[src/rtl/ccff_pkg.sv]
// Shared types and sizing helpers for the configuration-chain loader.
package ccff_pkg;

  typedef enum logic [1:0] {
    IDLE  = 2'd0,
    LOAD  = 2'd1,
    SHIFT = 2'd2,
    DONE  = 2'd3
  } ccff_state_e;

  localparam int unsigned CCFF_CHAIN_LEN_DEF = 1024;
  localparam int unsigned CCFF_WORD_W_DEF    = 8;

  function automatic int unsigned ccff_cnt_w(input int unsigned chain_len);
    return $clog2(chain_len + 1);
  endfunction

  function automatic int unsigned ccff_last_bits(input int unsigned chain_len,
                                                 input int unsigned word_w);
    return ((chain_len % word_w) == 0) ? word_w : (chain_len % word_w);
  endfunction

  localparam int unsigned CCFF_LAST_BITS_DEF = ccff_last_bits(CCFF_CHAIN_LEN_DEF, CCFF_WORD_W_DEF);

endpackage

[src/rtl/ccff_piso.sv]
// Parallel-in/serial-out word register, MSB first, with a count of bits still to shift.
module ccff_piso #(
  parameter int unsigned WORD_W = 8,
  parameter int unsigned NB_W   = $clog2(WORD_W + 1)
) (
  input  logic              clk_i,
  input  logic              rst_ni,
  input  logic              load_i,
  input  logic              shift_i,
  input  logic [WORD_W-1:0] data_i,
  input  logic [NB_W-1:0]   nbits_i,
  output logic              ser_o,
  output logic              last_o
);

  logic [WORD_W-1:0] shreg_q, shreg_d;
  logic [NB_W-1:0]   nbits_q, nbits_d;

  always_comb begin
    shreg_d = shreg_q;
    nbits_d = nbits_q;
    if (load_i) begin
      shreg_d = data_i;
      nbits_d = nbits_i;
    end else if (shift_i) begin
      shreg_d = shreg_q << 1;
      nbits_d = nbits_q - NB_W'(1);
    end else begin
      shreg_d = shreg_q;
      nbits_d = nbits_q;
    end
  end

  always_ff @(posedge clk_i or negedge rst_ni) begin
    if (!rst_ni) begin
      shreg_q <= '0;
      nbits_q <= '0;
    end else begin
      shreg_q <= shreg_d;
      nbits_q <= nbits_d;
    end
  end

  assign ser_o  = shreg_q[WORD_W-1];
  assign last_o = (nbits_q == NB_W'(1));

endmodule

[src/rtl/ccff_chain_loader.sv]
// Configuration-chain programming front end: accepts words over valid/ready and
// drives CHAIN_LEN qualified shifts onto the chain head, MSB of each word first.
module ccff_chain_loader
  import ccff_pkg::*;
#(
  parameter  int unsigned CHAIN_LEN = CCFF_CHAIN_LEN_DEF,
  parameter  int unsigned WORD_W    = CCFF_WORD_W_DEF,
  localparam int unsigned CNT_W     = ccff_cnt_w(CHAIN_LEN)
) (
  input  logic              CK,
  input  logic              RST_N,
  input  logic              start,
  input  logic [WORD_W-1:0] in_data,
  input  logic              in_valid,
  output logic              in_ready,
  output logic              ccff_head,
  output logic              ccff_shift_en,
  output logic              busy,
  output logic              done,
  output logic [CNT_W-1:0]  bit_cnt
);

  localparam int unsigned NB_W = $clog2(WORD_W + 1);

  ccff_state_e      state_q, state_d;
  logic [CNT_W-1:0] bit_cnt_q, bit_cnt_d;
  logic [31:0]      rem_s;
  logic [NB_W-1:0]  load_nbits_s;
  logic             accept_s, shifting_s, ser_s, last_s;

  assign accept_s     = (state_q == LOAD) && in_valid;
  assign shifting_s   = (state_q == SHIFT);
  // The final word of a pass may be only partially shifted; its low bits are dropped.
  assign rem_s        = CHAIN_LEN - 32'(bit_cnt_q);
  assign load_nbits_s = (rem_s < WORD_W) ? NB_W'(rem_s) : NB_W'(WORD_W);

  ccff_piso #(
    .WORD_W (WORD_W),
    .NB_W   (NB_W)
  ) u_piso (
    .clk_i   (CK),
    .rst_ni  (RST_N),
    .load_i  (accept_s),
    .shift_i (shifting_s),
    .data_i  (in_data),
    .nbits_i (load_nbits_s),
    .ser_o   (ser_s),
    .last_o  (last_s)
  );

  always_ff @(posedge CK or negedge RST_N) begin
    if (!RST_N) begin
      state_q   <= IDLE;
      bit_cnt_q <= '0;
    end else begin
      state_q   <= state_d;
      bit_cnt_q <= bit_cnt_d;
    end
  end

  always_comb begin
    state_d   = state_q;
    bit_cnt_d = bit_cnt_q;
    case (state_q)
      IDLE, DONE: begin
        if (start) begin
          state_d   = LOAD;
          bit_cnt_d = '0;
        end else begin
          state_d   = state_q;
        end
      end
      LOAD: begin
        if (in_valid) begin
          state_d = SHIFT;
        end else begin
          state_d = LOAD;
        end
      end
      SHIFT: begin
        bit_cnt_d = bit_cnt_q + CNT_W'(1);
        if (!last_s) begin
          state_d = SHIFT;
        end else if (bit_cnt_q + CNT_W'(1) == CNT_W'(CHAIN_LEN)) begin
          state_d = DONE;
        end else begin
          state_d = LOAD;
        end
      end
      default: begin
        state_d   = IDLE;
        bit_cnt_d = '0;
      end
    endcase
  end

  // Outputs decode registered state only, so reset forces them low without a clock.
  always_comb begin
    in_ready      = 1'b0;
    busy          = 1'b0;
    done          = 1'b0;
    ccff_shift_en = 1'b0;
    ccff_head     = 1'b0;
    case (state_q)
      LOAD: begin
        in_ready = 1'b1;
        busy     = 1'b1;
      end
      SHIFT: begin
        busy          = 1'b1;
        ccff_shift_en = 1'b1;
        ccff_head     = ser_s;
      end
      DONE: begin
        done = 1'b1;
      end
      default: begin
        in_ready = 1'b0;
      end
    endcase
  end

  assign bit_cnt = bit_cnt_q;

endmodule

[config.mk]
export PLATFORM = sky130hd
export DESIGN_NAME = ccff_chain_loader
export DESIGN_NICKNAME = d
export VERILOG_FILES = /design/src/rtl/ccff_pkg.sv /design/src/rtl/ccff_piso.sv /design/src/rtl/ccff_chain_loader.sv
export SDC_FILE = /design/constraint.sdc
export NUM_CORES = 1
export LEC_CHECK = 0
export ABC_AREA = 1
export CAP_MARGIN = 5
export CORE_ASPECT_RATIO = 1.4
export CORE_MARGIN = 2
export CORE_UTILIZATION = 45
export CTS_BUF_LIST = sky130_fd_sc_hd__clkbuf_8
export DETAILED_ROUTE_END_ITERATION = 10
export PLACE_DENSITY = 0.71
export REMOVE_ABC_BUFFERS = 1
export SLEW_MARGIN = 20
export SYNTH_ARGS = -nofsm -noshare
export SYNTH_HDL_FRONTEND = slang
export SYNTH_SLANG_ARGS = --single-unit
[constraint.sdc]
create_clock -name CK -period 2.1 [get_ports CK]
set_input_delay 0.42 -clock CK [delete_from_list [all_inputs] [get_ports CK]]
set_output_delay 0.42 -clock CK [all_outputs]
set_load 0.005 [all_outputs]
==> results.sh <==
export IMPL_hold_buffers=0
export IMPL_met1_usage=0.259
export IMPL_leakagePower_nw=0.912
export IMPL_start_util=0.463
export IMPL_dp_slack_ns=0.270
export IMPL_p_per_area_nw_per_um2=970
export IMPL_die_x_um=53.3
export IMPL_grtUsageMet2=0.395
export IMPL_peakVddDrop_mv=0.582
export IMPL_period_minus_slack_ns=2.02
export IMPL_stdcell_count=292
export IMPL_grt_max_degree=26
export IMPL_arrival_ns=1.60
export IMPL_hold_class="reg2reg"
export IMPL_cp_common_cell="inv_1"
export IMPL_num_vias=1499
export IMPL_clockBufferDepth=2
export IMPL_synthCells=218
export IMPL_path_cells="inv_1 -> ha_4 -> inv_1 -> clkdlybuf4s50_1"
export IMPL_clock_sinks=25
export IMPL_clock_latency_ns=0.27
export IMPL_crit_family="buffers and inverters"
export IMPL_drv_cap=0
export IMPL_core_area_um2=3320
export IMPL_drc=0
export IMPL_path_buf_inv=3
export IMPL_tritoncts="built"
export IMPL_final_cell_area_um2=1950
export IMPL_die_h_um=73.1
export IMPL_grt_busiest_layer="met2"
export IMPL_critPathMaxStageDelay_ns=0.50
export IMPL_overflow=0
export IMPL_clock_skew_ns=0.00717
export IMPL_worst_setup_path_type="reg2out"
export IMPL_dpl_cell_area_um2=1890
export IMPL_worstSetupEndpointType="output port"
export IMPL_final_nets=272
export IMPL_dp_cells=288
export IMPL_numCtsBuffers=3
export IMPL_synth_seq_cells=25
export IMPL_max_slew_margin=0.744
export IMPL_slowest_stage="clkdlybuf4s50_1"
export IMPL_avgSynthCellArea_um2=7.04
export IMPL_area_growth_pct=27.0
export IMPL_rsz0062_at_grt="false"
export IMPL_ys_warn_count=0
export IMPL_io_buffers=27
export IMPL_synth_cell_types=21
export IMPL_dp_hpwl_mm=2.73
export IMPL_clockRootBuffer="clkbuf_8"
export IMPL_setup_slack_ns=0.0750
export IMPL_rows=25
export IMPL_tns_ns=0
export IMPL_diodes=0
export IMPL_cp_max_fo=3
export IMPL_slew_viol_final=0
export IMPL_status="finished clean"
export IMPL_io_pins=28
export IMPL_routed_via_density=5.13
export IMPL_setup_violations_final=0
export IMPL_antenna_found_initial=0
export IMPL_netlist_area_um2=1530
export IMPL_max_freq_mhz=494
export IMPL_grt_first_pass_wirelength_mm=6.33
export IMPL_gp_congestion=0.884
export IMPL_grt_pass1_vias=1456
export IMPL_clk_pin_slew_ns=0.09
export IMPL_worst_ep_required_time_ns=1.68
export IMPL_start_kind="flip-flop"
export IMPL_post_drt_wl_per_cell_um=12.7
export IMPL_htree_levels=1
export IMPL_routed_wl_mm=3.72
export IMPL_drt_first_pass_iters=4
export IMPL_tightest_slew_ns=0.379
export IMPL_dr_first_iter_drc_count=66
export IMPL_grt_total_usage=0.217
export IMPL_drive_above_1_share=0.0516
export IMPL_ant_nets=0
export IMPL_timing_final_crit_share=0.964
export IMPL_finalHoldViolations=0
export IMPL_holdWs_ns=0.500
export IMPL_dieArea_um2=3900
export IMPL_ys_seq_area_frac=0.408
export IMPL_gr_usage_met3=0.0205
## repair_timing
item,CTS,global route
resized for setup,1,1
endpoints found under the setup margin,1,2
buffers inserted,0,0
## cell type report
class | count | area (um2)
fillers | 342 | 1370
multi-input cells | 157 | 785
flip-flops and latches | 25 | 626
repair buffers | 34 | 323
inverters | 32 | 120
well taps | 40 | 50.0
clock buffers | 3 | 41.3
clock inverters | 1 | 3.75
## kinds of logic after synthesis
kind of cell             count (synthesis)  share of synthesized area
AND/OR/NAND/NOR                        110                      0.291
AO/OA/AOI/OAI                           38                      0.144
buffers and inverters                   36                     0.0889
flip-flops                              25                      0.408
adder cells (fa/ha/maj)                  7                     0.0571
XOR/XNOR                                 2                     0.0114
## cell usage after synthesis
library cell / count / area share
dfrtp_1: 25 / 0.41
o32ai_1: 1 / 0.0057
inv_1: 32 / 0.078
a22o_1: 1 / 0.0057
o311ai_0: 2 / 0.011
a2bb2oi_1: 1 / 0.0057
xor2_1: 1 / 0.0057
nor2_1: 25 / 0.061
nand2_1: 61 / 0.15
a21oi_1: 4 / 0.013
o211ai_1: 3 / 0.015
nand4_1: 1 / 0.0041
o21ai_0: 22 / 0.072
o21ai_1: 1 / 0.0033
xnor2_1: 1 / 0.0057
clkbuf_1: 3 / 0.0073
o22ai_1: 3 / 0.012
nand3_1: 21 / 0.069
buf_2: 1 / 0.0033
ha_1: 7 / 0.057
nor2_2: 2 / 0.0082
## worst min-delay path, stage by stage (launching register included)
cell and delay, ns:
dfrtp_1 0.35, nand2_1 0.05, nand2_1 0.06
## final timing paths
check / endpoint / slack (ns) / cells past startpoint / start
max: busy / 0.08 / 4 / state_q[0]$_DFFE_PN0P_
min: u_piso.shreg_q[6]$_DFFE_PN0P_ / 0.50 / 2 / u_piso.shreg_q[6]$_DFFE_PN0P_
max reg2reg: u_piso.nbits_q[2]$_DFFE_PN0P_ / 0.47 / 9 / bit_cnt[0]$_DFFE_PN0P_
min reg2reg: u_piso.shreg_q[6]$_DFFE_PN0P_ / 0.50 / 2 / u_piso.shreg_q[6]$_DFFE_PN0P_
max in group asynchronous: u_piso.shreg_q[5]$_DFFE_PN0P_ / 1.32 / 2 / RST_N
min in group asynchronous: u_piso.shreg_q[2]$_DFFE_PN0P_ / 0.51 / 2 / RST_N
## placed cells by master (no fill, tap or decap)
| cell type | netlist | routed |
|---|---|---|
| a22o_1 | 1 | 1 |
| dfrtp_1 | 25 | 25 |
| nand4_1 | 1 | 1 |
| buf_4 | 0 | 7 |
| o21ai_1 | 1 | 1 |
| xor2_1 | 1 | 1 |
| o22ai_1 | 3 | 3 |
| ha_1 | 7 | 6 |
| clkbuf_8 | 0 | 3 |
| o211ai_1 | 3 | 3 |
| o311ai_0 | 2 | 2 |
| inv_1 | 32 | 33 |
| clkdlybuf4s50_1 | 0 | 27 |
| o21ai_0 | 22 | 22 |
| a2bb2oi_1 | 1 | 1 |
| ha_4 | 0 | 1 |
| xnor2_1 | 1 | 1 |
| nor2_2 | 2 | 2 |
| a21oi_1 | 4 | 4 |
| nor2_1 | 25 | 25 |
| nand2_1 | 61 | 61 |
| o32ai_1 | 1 | 1 |
| nand3_1 | 21 | 21 |
## report_power, final
group | leakage (nW) | internal [mW] | switching (mW)
Sequential | 0.324 | 0.619 | 0.0949
Clock | 0.0269 | 0.131 | 0.147
Combinational | 0.561 | 0.401 | 0.498
Total | 0.912 | 1.15 | 0.740
## per-layer routing
metal / part of all wire / up-vias
met5: 0 / -
met4: 0.012 / 0
met3: 0.044 / 6
met2: 0.52 / 35
met1: 0.42 / 688
li1: - / 770
## per-stage QoR
stage | util | total power [mW]
after floorplan | - | 1.23
after global routing | 0.588 | 2.07
final | 0.588 | 1.89
after global placement | 0.570 | 1.58
after detailed placement | 0.570 | 1.60
after CTS | 0.585 | 1.90
## registers in the layout, indices dropped and copies added, names as in the netlist
register and cells:
bit_cnt 11, u_piso.shreg_q 8, u_piso.nbits_q 4, state_q 2
Note: power is estimated with default switching activity, not from simulation.
